[src/rtl/spm_seq_ctrl.sv]
// -----------------------------------------------------------------------------
// spm_seq_ctrl
//
// Sequencing front/back end for a serial-parallel multiplier array of
// carry-save cells. An operand pair is accepted over a valid/ready handshake.
// The multiplier is presented in parallel on x. The multiplicand is serialised
// LSB first on y. The serial product stream p from the array is collected into
// a 2*WIDTH product, which is then offered on an output handshake.
//
// The controller performs no arithmetic. It only orders the bits and times
// their capture.
//
// Build option:
//   SPM_SEQ_CTRL_SIGNED_EN  When defined, y carries the multiplicand sign bit
//                           during the upper WIDTH shift cycles. The array then
//                           yields a two's-complement product. When undefined,
//                           y is zero-extended and the product is unsigned.
//
// Parameters:
//   WIDTH   operand width; the product is 2*WIDTH bits
//   P_LAT   cycles from the first y bit to the first valid p bit (>= 1)
//
// Ports:
//   clk        clock, rising edge
//   rst        synchronous active-high reset
//   in_valid   operand pair valid
//   in_ready   controller accepts operands (IDLE only)
//   a_in       multiplier, latched onto x at accept
//   b_in       multiplicand, serialised onto y
//   x          parallel multiplier to the array
//   y          serial multiplicand bit to the array
//   spm_rst    synchronous clear of the array sum/carry flops
//   p          serial product bit from the array
//   out_valid  product valid
//   out_ready  consumer accepts product
//   prod       collected 2*WIDTH product
// -----------------------------------------------------------------------------
module spm_seq_ctrl #(
  parameter int unsigned WIDTH = 32,
  parameter int unsigned P_LAT = 1
) (
  input  logic                 clk,
  input  logic                 rst,
  input  logic                 in_valid,
  output logic                 in_ready,
  input  logic [WIDTH-1:0]     a_in,
  input  logic [WIDTH-1:0]     b_in,
  output logic [WIDTH-1:0]     x,
  output logic                 y,
  output logic                 spm_rst,
  input  logic                 p,
  output logic                 out_valid,
  input  logic                 out_ready,
  output logic [2*WIDTH-1:0]   prod
);

  localparam int unsigned PW        = 2 * WIDTH;
  localparam int unsigned SHIFT_LEN = PW + P_LAT;
  // Sized to hold SHIFT_LEN itself, so the post-increment never wraps.
  localparam int unsigned CNT_W     = $clog2(SHIFT_LEN + 1);

  localparam logic [CNT_W-1:0] CNT_ONE  = CNT_W'(1);
  localparam logic [CNT_W-1:0] CNT_W_HI = CNT_W'(WIDTH);
  localparam logic [CNT_W-1:0] CNT_PW   = CNT_W'(PW);
  localparam logic [CNT_W-1:0] CNT_PLAT = CNT_W'(P_LAT);
  localparam logic [CNT_W-1:0] CNT_LAST = CNT_W'(SHIFT_LEN - 1);

  typedef enum logic [1:0] {
    StIdle,
    StClear,
    StShift,
    StDone
  } state_e;

  // State registers.
  state_e            r_state;
  logic [WIDTH-1:0]  r_x;
  logic [WIDTH-1:0]  r_bsr;
  logic [CNT_W-1:0]  r_cnt;
  logic [PW-1:0]     r_psr;
  logic [PW-1:0]     r_prod;

  // Next-state values.
  state_e            w_state_d;
  logic [WIDTH-1:0]  w_x_d;
  logic [WIDTH-1:0]  w_bsr_d;
  logic [CNT_W-1:0]  w_cnt_d;
  logic [PW-1:0]     w_psr_d;
  logic [PW-1:0]     w_prod_d;

  logic              w_y;
  logic              w_clear;
  logic              w_ext;

`ifdef SPM_SEQ_CTRL_SIGNED_EN
  // The multiplicand sign is kept apart from bsr because bsr has shifted it
  // out by the time the extension window starts.
  logic r_sign;
  logic w_sign_d;

  assign w_ext = r_sign;
`else
  assign w_ext = 1'b0;
`endif

  always_comb begin
    w_state_d = r_state;
    w_x_d     = r_x;
    w_bsr_d   = r_bsr;
    w_cnt_d   = r_cnt;
    w_psr_d   = r_psr;
    w_prod_d  = r_prod;
`ifdef SPM_SEQ_CTRL_SIGNED_EN
    w_sign_d  = r_sign;
`endif
    in_ready  = 1'b0;
    out_valid = 1'b0;
    w_y       = 1'b0;
    w_clear   = 1'b0;

    unique case (r_state)
      StIdle: begin
        in_ready = 1'b1;
        if (in_valid) begin
          w_x_d     = a_in;
          w_bsr_d   = b_in;
          w_cnt_d   = '0;
          w_psr_d   = '0;
`ifdef SPM_SEQ_CTRL_SIGNED_EN
          w_sign_d  = b_in[WIDTH-1];
`endif
          w_state_d = StClear;
        end
      end

      StClear: begin
        // One cycle that flushes the array before the first y bit.
        w_clear   = 1'b1;
        w_state_d = StShift;
      end

      StShift: begin
        if (r_cnt < CNT_W_HI) begin
          w_y = r_bsr[0];
        end else if (r_cnt < CNT_PW) begin
          w_y = w_ext;
        end
        w_bsr_d = r_bsr >> 1;

        // The first P_LAT cycles carry array pipeline fill, not product bits.
        if (r_cnt >= CNT_PLAT) begin
          w_psr_d = {p, r_psr[PW-1:1]};
        end
        w_cnt_d = r_cnt + CNT_ONE;

        // P_LAT >= 1 guarantees the last cycle is also a capture cycle.
        if (r_cnt == CNT_LAST) begin
          w_prod_d  = w_psr_d;
          w_state_d = StDone;
        end
      end

      StDone: begin
        out_valid = 1'b1;
        if (out_ready) begin
          w_state_d = StIdle;
        end
      end

      default: begin
        w_state_d = StIdle;
      end
    endcase
  end

  always_ff @(posedge clk) begin
    if (rst) begin
      r_state <= StIdle;
      r_x     <= '0;
      r_bsr   <= '0;
      r_cnt   <= '0;
      r_psr   <= '0;
      r_prod  <= '0;
`ifdef SPM_SEQ_CTRL_SIGNED_EN
      r_sign  <= 1'b0;
`endif
    end else begin
      r_state <= w_state_d;
      r_x     <= w_x_d;
      r_bsr   <= w_bsr_d;
      r_cnt   <= w_cnt_d;
      r_psr   <= w_psr_d;
      r_prod  <= w_prod_d;
`ifdef SPM_SEQ_CTRL_SIGNED_EN
      r_sign  <= w_sign_d;
`endif
    end
  end

  assign x       = r_x;
  assign y       = w_y;
  assign prod    = r_prod;
  // The array is cleared during reset as well as in CLEAR.
  assign spm_rst = rst | w_clear;

endmodule

[config.mk]
export PLATFORM = sky130hd
export DESIGN_NAME = spm_seq_ctrl
export DESIGN_NICKNAME = d
export VERILOG_FILES = /design/src/rtl/spm_seq_ctrl.sv
export SDC_FILE = /design/constraint.sdc
export NUM_CORES = 1
export LEC_CHECK = 0
export CORE_ASPECT_RATIO = 0.7
export CORE_MARGIN = 4
export CORE_UTILIZATION = 55
export CTS_BUF_LIST = sky130_fd_sc_hd__clkbuf_8
export DETAILED_ROUTE_END_ITERATION = 7
export PLACE_DENSITY = 0.87
export REMOVE_ABC_BUFFERS = 1
export SYNTH_ARGS = -nofsm -noshare
export SYNTH_HDL_FRONTEND = slang
export SYNTH_SLANG_ARGS = --single-unit
[constraint.sdc]
create_clock -name clk -period 5.7 [get_ports clk]
set_input_delay 1.425 -clock clk [delete_from_list [all_inputs] [get_ports clk]]
set_output_delay 1.425 -clock clk [all_outputs]
set_load 0.01 [all_outputs]
# Word-level counts from Yosys, hierarchy flattened
# Index checks and enable logic that the tools add are counted.
# totals
rom_bits,0
latchBits,0
output_inout_bits,100
reg_bits,201
mem_count,0
mem_bits_rw,0
input_bits,69
# op_classes
order_cmp,2
n_mux,16
div,0
shift,0
add_sub_neg,1
reduce_logical,6
eq_ne,7
n_bitwise,1
mul,0
# ops
cell,count
$mux W64,2
$pmux W64 S2,1
$pmux W32 S2,1
$mux W32,1
$pmux W7 S2,1
$pmux W2 S4,1
$add A7 B1 Y7 const B,1
$eq A7 B7 Y1 const B,1
$ge A7 B1 Y1 const B,1
$lt A7 B6 Y1 const B,1
$mux W7,1
$mux W2,3
$ne A2 B2 Y1 const B,3
$reduce_and A2 Y1,3
$mux W1,5
$eq A2 B2 Y1 const B,2
$reduce_and A3 Y1,1
$eq A2 B1 Y1 const B,1
$logic_not A2 Y1,1
$reduce_bool A2 Y1,1
$or A1 B1 Y1,1

# Logic depth before layout (Yosys ltp)
# logic_depth
ltp_word,3
depth_mapped,8
depth_no_buf,6

# Least setup slack after synthesis
# Ideal clock, no wire load.
# synth_timing
kind,input to output
startpoint,input rst
endpoint,output spm_rst
setup_slack_ns,2.134
n_path_buf,2
arrival_ns,2.141
required_ns,4.275
stages,3
cell_sequence,clkbuf_1 -> clkbuf_1 -> or2_2
# synth_between
elab_chain_len,1
# synth_rtl
item,line_no,rtl
from (decl),43,"input logic rst,"
$or A1 B1 Y1,204,assign spm_rst = rst | w_clear;
to (decl),50,"output logic spm_rst,"
# Every way passes these cells.

# Worst setup path after layout
# Ends and elaborated chain as after synthesis.

==> results.md <==
- The run finished with clean final reports.
- The critical path is of the input pin to output pin type.
- The die is 104 µm tall.
- The final critical-path share of the clock period is 65.0%.
- The sequential cell area is 0.00400 mm².
- The count of hold buffers inserted by post-cts repair is 0.
- The time the final worst path needs with I/O delays and setup is 3.71 ns.
- The area growth from synthesis to layout is 28.1%.
- The register-to-register path setup slack is 2.54 ns.
- The number of port buffers is 168.
- The power dissipated by switching net loads is 1.11 mW.
- The mean instance size in the synthesized netlist is 9.32 µm².
- The post-synthesis sequential area ratio is 55.0%.
- The number of fillers in the final layout is 940.
- For the pin with the worst max-slew slack, the measured transition is 1.14 ns.
- The final number of hold-violating endpoints is 0.
- The number of global-route vias before repair came to 5,760.
- The kind of start point of the critical path is an input pin.
- The count of final setup violators is 0.
- The type of element capturing the critical path is an output pin.
- TritonCTS created 17 clock buffers.
- Of all nets on the critical path, the largest fanout is 2.
- The antenna diode count is 0.
- The max-cap check violation count is 0.
- The number of buffers inserted to repair setup after CTS is 0.
- Before antenna repair, the detailed router went through 5 iterations.
- Across the routed clock network, the largest skew measured is 0.0152 ns.
- TritonCTS built the clock tree.
- The overall routing resource usage is 22.5%.
- The post-detailed-route via-to-cell ratio is 5.70.
- Hold timing on the final database bottoms out at a slack of 0.457 ns.
- For this run, the number of Yosys warnings is 0.
- The top-level port count is 169.
- In this run, post-CTS repair resized a total of 0 instances.
- The detailed router placed 6,153 vias in this run.
- Setup repair after global routing left no endpoint under its margin.
- Entering global routing, the biggest net connects 70 pins.
- The multi-input combinational cells in the finished layout cover a total of 0.00294 mm².
- The placed instances occupy a cell area of 0.00892 mm².
- The area of the mapped netlist is 0.00728 mm².
- The initial antenna violation count came to 0.
- The number of cells produced by synthesis is 781.
- The fraction of power spent switching nets is 32.8%.
- The die covers 0.0152 mm².
- The fraction of final layout cells sized beyond drive strength 1 is 5.45%.
- The total wire length is 17,400 µm.
- The remaining global-route overflow is 0.
- Setup total negative slack on the finished layout was measured at 0 ns.
- The clock tree synthesis step divided the H-tree into 4 levels.
- Combinational logic burns 25.4% of the power.
- The placer's final routability congestion estimate is 0.767.
- For this block, the initial DRC count from the detailed router was 353.
- The class of the worst hold path is flip-flop to flip-flop.
- The clock sink total is 200.
- The clock root buffer master is clkbuf_8.
- The data required time of the worst path is 4.28 ns.
- In this run the power density over the cells is 363 mW/mm².
- For the worst-skew pair, the clock arrives at the later sink with an insertion delay of 0.45 ns.
- IR analysis of the VDD net gives a maximum drop of 285 µV.
- After routing the design area is 0.00932 mm².
- The number of antenna-violating nets in the routed design is 0.
- The first global-routing pass estimated 28,700 µm of wire.
- The final layout contains 982 nets.
- Cell internal power was estimated by the tool at 2.28 mW.
- After clock tree synthesis, the clock-pin slew on the worst setup and hold paths is 0.09 ns.
- The share of total power dissipated in the clock network is 26.7%.
- The average routed wire per standard cell is 16.1 µm.
- The core area is 0.0127 mm².
- In this run the core area contains 34 standard-cell rows.
- The maximum count of clock buffers along a single path is 2.
- For this configuration, the core starts out at a cell density of 57.4%.
- For this run, design rule violations remaining after detail routing come to 0.
- The leakage dissipation is 3.22 nW.
- The final-report max-slew violation count came to 0.
- The placed wire-length estimate is 11,200 µm.
- The worst pin sits at a relative slew slack of 23.4%.
- From left edge to right edge, the die measures 145 µm.
- The number of storage elements in the synthesis netlist is 200.
- After synthesis, the netlist uses 36 different library cells.
- The achievable clock frequency is 270 MHz.
- STA puts the critical path data arrival time at 2.28 ns.
- Registers are responsible for 47.9% of the overall power.
-- worst max-delay path, cell delays in order --
cell             delay (ns)
buf_4                  0.11
or2_2                  0.26
clkdlybuf4s50_1        0.48
-- state kept, by name (all words and copies together) (netlist names) --
| name | count |
|---|---|
| prod | 64 |
| r_bsr | 32 |
| r_cnt | 7 |
| r_psr | 63 |
| r_state | 2 |
| x | 32 |
-- power by group through the flow --
| stage | logic (mW) | clock network [mW] | registers [mW] |
|---|---|---|---|
| after global routing | 0.955 | 0.979 | 1.64 |
| final | 0.861 | 0.905 | 1.62 |
| after global placement | 0.840 | 0 | 1.65 |
| after floorplan | 0.508 | 0 | 1.66 |
| after detailed placement | 0.858 | 0 | 1.65 |
| after CTS | 0.864 | 0.924 | 1.62 |
-- placed cells by master (no fill, tap or decap), drive strengths merged, types with 17 or more instances in the layout --
cell type      netlist  layout
dfxtp              200     200
clkdlybuf4s50        0     167
nor2               105     105
nor3                77      77
nand2               72      72
nor4                65      65
a22o                63      63
a21oi               35      35
a211oi              23      23
mux2i               20      20
clkbuf              52      17
-- final timing paths --
| check | startpoint | end | cells after the start |
|---|---|---|---|
| setup / recovery | rst | spm_rst | 3 |
| hold / removal | x[22]$_SDFFE_PP0P_ | x[22]$_SDFFE_PP0P_ | 2 |
| setup reg to reg | r_cnt[2]$_SDFFE_PP0P_ | prod[29]$_SDFFE_PP0P_ | 5 |
| hold reg to reg | x[22]$_SDFFE_PP0P_ | x[22]$_SDFFE_PP0P_ | 2 |
-- cells by family (layout without fill, tap and decap cells) --
kind of cell,Yosys count,after routing,synth area share (%)
adders and majority gates,8,8,1.38
xor gates and xnor gates,5,5,0.602
AOI/OAI and AO/OA,139,139,14.1
muxes,21,21,2.91
and+or+nand+nor,330,330,21.2
DFF,200,200,55.0
buffers and inverters,78,214,4.78
-- through the flow --
step / cells / power, mW / setup WS, ns / utilization, %
after floorplan: 709 / 2.16 / 1.53 / -
after global placement: 1048 / 2.49 / 1.99 / 70.4
after detailed placement: 1048 / 2.51 / 1.97 / 70.4
after CTS: 1079 / 3.41 / 1.99 / 73.5
after global routing: 1079 / 3.57 / 1.96 / 73.5
final: 1079 / 3.39 / 1.99 / 73.5
-- layout make-up --
type / instances / share of cell area [%]
Tap cell: 162 / 2.17
Clock inverter: 14 / 1.80
Timing Repair Buffer: 177 / 18.7
Sequential cell: 200 / 43.0
Clock buffer: 17 / 2.51
Inverter: 6 / 0.242
Multi-Input combinational cell: 503 / 31.6
-- metal layers --
layer  vias up  global-route usage (%)  share of wire [%]
met5         -                       0                  0
met4         0                    5.96               0.75
met3        13                    7.80                9.1
met2       218                    35.4                 46
met1      2880                    29.9                 45
li1       3042                       -                  -
-- synth_stat cells --
cell type | n | area (µm²)
a211oi_2 | 1 | 12.5
buf_1 | 6 | 22.5
mux2_2 | 1 | 11.3
and3_1 | 2 | 12.5
o22ai_1 | 11 | 68.8
a21boi_1 | 1 | 7.51
dfxtp_1 | 200 | 4000
o21ai_0 | 1 | 5.00
a211oi_1 | 22 | 165
nor3_4 | 1 | 16.3
nand2_1 | 72 | 270
nand4_1 | 2 | 12.5
buf_2 | 8 | 40.0
a21oi_1 | 34 | 170
a21oi_2 | 1 | 8.76
xor2_1 | 5 | 43.8
mux2i_1 | 20 | 200
a21o_1 | 1 | 7.51
and2_1 | 1 | 6.26
nand2b_1 | 2 | 12.5
inv_1 | 5 | 18.8
inv_2 | 1 | 3.75
a32oi_1 | 2 | 17.5
a22o_1 | 63 | 552
buf_6 | 6 | 67.6
or2_2 | 1 | 6.26
or4_4 | 1 | 11.3
nand3_1 | 2 | 10.0
clkbuf_1 | 52 | 195
nor2_1 | 105 | 394
a31oi_1 | 1 | 6.26
ha_1 | 8 | 100
o21ai_1 | 1 | 5.00
nor4_1 | 64 | 400
nor4_2 | 1 | 12.5
nor3_1 | 76 | 380
Note: power is estimated with default switching activity, not from simulation.
